<file path="src/rtl/c5315_alu.sv">
// Registered dual-lane 9-bit ALU with flags and an inverting 97-bit side-channel.
// All outputs come straight from the 123 output flops; hold freezes every one of them.
module c5315_alu (
  input  logic         clk,
  input  logic         rst,
  input  logic [177:0] pi,
  output logic [122:0] po
);

  localparam logic [2:0] OP_ADD   = 3'b000;
  localparam logic [2:0] OP_SUB   = 3'b001;
  localparam logic [2:0] OP_AND   = 3'b010;
  localparam logic [2:0] OP_OR    = 3'b011;
  localparam logic [2:0] OP_XOR   = 3'b100;
  localparam logic [2:0] OP_NOTA  = 3'b101;
  localparam logic [2:0] OP_PASSA = 3'b110;
  localparam logic [2:0] OP_PASSB = 3'b111;

  // Packed as {ovf, par, zero, cout, y}, matching the per-lane po layout.
  function automatic logic [12:0] lane_eval(
    input logic [8:0] a,
    input logic [8:0] b,
    input logic [2:0] op,
    input logic       cin
  );
    logic [9:0] sum;
    logic [8:0] y;
    logic       cout;
    logic       ovf;
    sum  = 10'd0;
    y    = 9'd0;
    cout = 1'b0;
    ovf  = 1'b0;
    case (op)
      OP_ADD: begin
        sum  = {1'b0, a} + {1'b0, b} + {9'd0, cin};
        y    = sum[8:0];
        cout = sum[9];
        ovf  = (a[8] == b[8]) && (y[8] != a[8]);
      end
      OP_SUB: begin
        // a + ~b + cin; cout=1 means no borrow.
        sum  = {1'b0, a} + {1'b0, ~b} + {9'd0, cin};
        y    = sum[8:0];
        cout = sum[9];
        ovf  = (a[8] != b[8]) && (y[8] != a[8]);
      end
      OP_AND:   y = a & b;
      OP_OR:    y = a | b;
      OP_XOR:   y = a ^ b;
      OP_NOTA:  y = ~a;
      OP_PASSA: y = a;
      OP_PASSB: y = b;
      default:  y = 9'd0;
    endcase
    return {ovf, ^y, (y == 9'd0), cout, y};
  endfunction

  logic [12:0]  lane0_next;
  logic [12:0]  lane1_next;
  logic [96:0]  so_next;
  logic [122:0] po_next;
  logic         unused_bits;

  always_comb begin
    lane0_next = lane_eval(pi[8:0],   pi[17:9],  pi[20:18], pi[21]);
    lane1_next = lane_eval(pi[30:22], pi[39:31], pi[42:40], pi[43]);
    so_next    = pi[142] ? ~pi[140:44] : pi[140:44];
    po_next    = {so_next, lane1_next, lane0_next};
  end

  // Legacy vector positions with no function in this block.
  assign unused_bits = ^pi[177:143];

  always_ff @(posedge clk) begin
    if (rst) begin
      po <= '0;
    end else if (!pi[141]) begin
      po <= po_next;
    end
  end

endmodule

</file>
<file path="config.mk">
export PLATFORM = sky130hd
export DESIGN_NAME = c5315_alu
export DESIGN_NICKNAME = d
export VERILOG_FILES = /design/src/rtl/c5315_alu.sv
export SDC_FILE = /design/constraint.sdc
export NUM_CORES = 1
export LEC_CHECK = 0
export BUFFER_PORTS_ARGS = -buffer_cell sky130_fd_sc_hd__buf_2
export CAP_MARGIN = 0
export CORE_MARGIN = 1
export CORE_UTILIZATION = 44
export CTS_BUF_LIST = sky130_fd_sc_hd__clkbuf_8
export CTS_CLUSTER_SIZE = 10
export DETAILED_ROUTE_END_ITERATION = 10
export PLACE_DENSITY_LB_ADDON = 0.15
export SYNTH_ARGS = -nofsm -noshare
export SYNTH_HDL_FRONTEND = slang
export SYNTH_SLANG_ARGS = --single-unit
</file>
<file path="constraint.sdc">
create_clock -name clk -period 4.6 [get_ports clk]
set_input_delay 0.69 -clock clk [delete_from_list [all_inputs] [get_ports clk]]
set_output_delay 0.69 -clock clk [all_outputs]
set_load 0.02 [all_outputs]
</file>
==> flow_summary.json <==
{
  "period_needed_ns": 3.90,
  "critPathRequiredTime_ns": 4.94,
  "rsz0062_at_grt": "false",
  "setup_viol": 0,
  "worst_slew_pin_slew_ns": 1.11,
  "avgSynthCellArea_sq_um": 7.63,
  "slowest_delay_ns": 0.47,
  "wl_per_cell_um": 15.4,
  "critPathKind": "input port to register",
  "grt_max_degree": 98,
  "cts-htree-levels": 4,
  "syn_to_final_growth_pct": 21.3,
  "layout-drive-gt1-share_pct": 24.6,
  "core_sq_um": 19000,
  "synthArstFlopShare_pct": 0,
  "grt_pass1_wl_um": 38300,
  "seqPwrFrac_pct": 37.5,
  "dieArea_sq_um": 20200,
  "root_buffer": "clkbuf_8",
  "synth_top_area_share_pct": 28.4,
  "cp_num_buf_inv": 2,
  "largest_reg_flops": 123,
  "synth_fp_nets": 1383,
  "port_buffers": 267,
  "synthCells": 1135,
  "yosysWarnings": 0,
  "regMostFlops": "po",
  "yosysSeqAreaShare_pct": 28.4,
  "p_switching_mw": 1.09,
  "grt_pass1_vias": 7391,
  "first_iter_violations": 314,
  "insertion_delay_ns": 0.44,
  "setup.worst_path.start_class": "input port",
  "drc": 0,
  "finalCritPeriodShare_pct": 84.8,
  "place_congestion": 0.885,
  "initial_core_util_pct": 45.5,
  "numCtsBuffers": 17,
  "synth_ff_type": "dfxtp_1",
  "clkPwrFrac_pct": 31.3,
  "ys_types": 65,
  "via_per_inst": 5.14,
  "p_comb_share_pct": 31.2,
  "p_leak_nw": 4.97,
  "peakVddDrop_v": 0.000134,
  "met2WireLength_um": 12000,
  "gr-total-overflow": 0,
  "cts_resized": 0,
  "fmax_mhz": 256,
  "yosys-top-cells-area": "dfxtp_1 (28%), nand2_1 (11%), xor2_1 (10%), ha_1 (8.7%), a21oi_1 (7.6%)",
  "dieHeight_um": 142,
  "nets": 1599,
  "diodes": 0,
  "cap_violations": 0,
  "vias": 8350,
  "hold_class": "register to register",
  "wl_um": 25000,
  "synth_edf_count": 0,
  "hold_violations": 0,
  "postRouteAntennaNets": 0,
  "reg_top3": "po x123",
  "drtPass1Iterations": 6,
  "synthTopCellsByCount": "nand2_1 (243), a21oi_1 (132), dfxtp_1 (123)",
  "p_per_area_nw_per_um2": 301,
  "internal-power_mw": 2.07,
  "num_rows": 50,
  "p_sw_share_pct": 34.4,
  "top_layer": "met4",
  "wl_met3_um": 1750,
  "io_pins": 303,
  "synth_most_common_cell": "nand2_1",
  "grt_use_total_pct": 23.9,
  "cts_tree": "done",
  "clk_pin_slew_ns": 0.08,
  "path_delay_family": "compound AO/OA/AOI/OAI gates",
  "finalPower_mw": 3.16,
  "die_w_um": 142,
  "end_kind": "register",
  "clock_skew_ns": 0,
  "path_cells": "buf_2, inv_1, fa_1, fa_1, or2_2, a211oi_1, o21a_1, o21ai_0, a32o_1, a2bb2oi_1, ha_1, xnor2_1, xnor2_1, o32a_1, o311ai_0",
  "path_max_fanout": 4,
  "relSlewSlack_pct": 26.0,
  "cts_hold_buf": 0,
  "cts_setup_buffers": 0,
  "wl_met1_um": 10900,
  "slowest_stage": "fa_1",
  "setup_tns_ns": 0,
  "outcome": "finished, final reports clean",
  "clkSinkCount": 123,
  "final_max_slew_viol_count": 0,
  "ys_seq_elements": 123,
  "clockBufferDepth": 2,
  "synth_top_cell_by_area": "dfxtp_1",
  "syn_area_sq_um": 8660,
  "hpwl_um": 18000,
  "arrival_ns": 4.24,
  "antenna_found_initial": 0
}
==> layout make-up <==
class	instances	area [sq um]
fill	1901	8520
clock buffer	17	234
tap	260	325
timing repair buffer	280	1440
clock inverter	15	175
multi-input combinational	859	5600
sequential	123	2460
inverter	70	264
==> kinds of logic after synthesis <==
family	synth area share, %
flops	28.4
xor+xnor	11.2
fa+ha+maj	10.5
simple gates	18.4
mux	3.66
compound gates	20.8
buf+inv	6.90
==> placed cells by master, fill, tap and decap left out, drive strengths merged, types with 9 or more instances in the layout <==
| cell type | instances |
|---|---|
| a31oi | 9 |
| o21a | 9 |
| a21oi | 132 |
| xor2 | 99 |
| o22ai | 10 |
| a211oi | 17 |
| o21ai | 31 |
| dfxtp | 123 |
| ha | 60 |
| nor2 | 50 |
| xnor2 | 12 |
| nand3 | 11 |
| o21bai | 9 |
| nor3 | 11 |
| buf | 280 |
| nand2 | 243 |
| nor2b | 12 |
| o211ai | 17 |
| clkbuf | 17 |
| inv | 72 |
==> routing by layer <==
metal | vias to the layer above | global-route usage (%)
met1 | 3835 | 29.3
met5 | - | 0
met3 | 20 | 5.65
met2 | 234 | 41.1
li1 | 4261 | -
met4 | 0 | 7.47
==> final timing paths <==
check	start	endpoint	slack, ns	cells after the start
setup reg to reg	po[24]	po[24]	3.87	3
hold / removal	po[43]	po[43]	0.46	2
setup / recovery	pi[22]	po[24]	0.70	15
hold reg to reg	po[43]	po[43]	0.46	2
==> worst register-to-register path, delay by kind of cell, from the launching register on <==
family	cells	cell delay (ns)
AOI/OAI and AO/OA	2	0.23
and+or+nand+nor	1	0.06
DFF	1	0.31
==> power by group through the flow <==
| stage | clock (mW) | combinational [mW] | sequential, mW |
|---|---|---|---|
| after global placement | 0 | 0.974 | 1.21 |
| after floorplan | 0 | 0.576 | 1.31 |
| after CTS | 1.02 | 0.988 | 1.18 |
| after global routing | 1.06 | 1.08 | 1.19 |
| final | 0.990 | 0.986 | 1.19 |
| after detailed placement | 0 | 0.983 | 1.21 |
==> per-stage QoR <==
stage | cells | hold WS [ns] | util [%] | area (sq um) | worst slack, ns
4_1_cts | 1624 | 0.460 | 55.2 | 10500 | 0.742
3_5_place_dp | 1592 | 0.447 | 53.1 | 10100 | 0.264
2_1_floorplan | 1135 | 0.530 | - | 8660 | 0.696
5_1_grt | 1624 | 0.472 | 55.2 | 10500 | 0.530
3_3_place_gp | 1592 | 0.444 | 53.1 | 10100 | 0.310
6_report | 1624 | 0.457 | 55.2 | 10500 | 0.700
No activity file was read; power rests on OpenSTA's default activity.
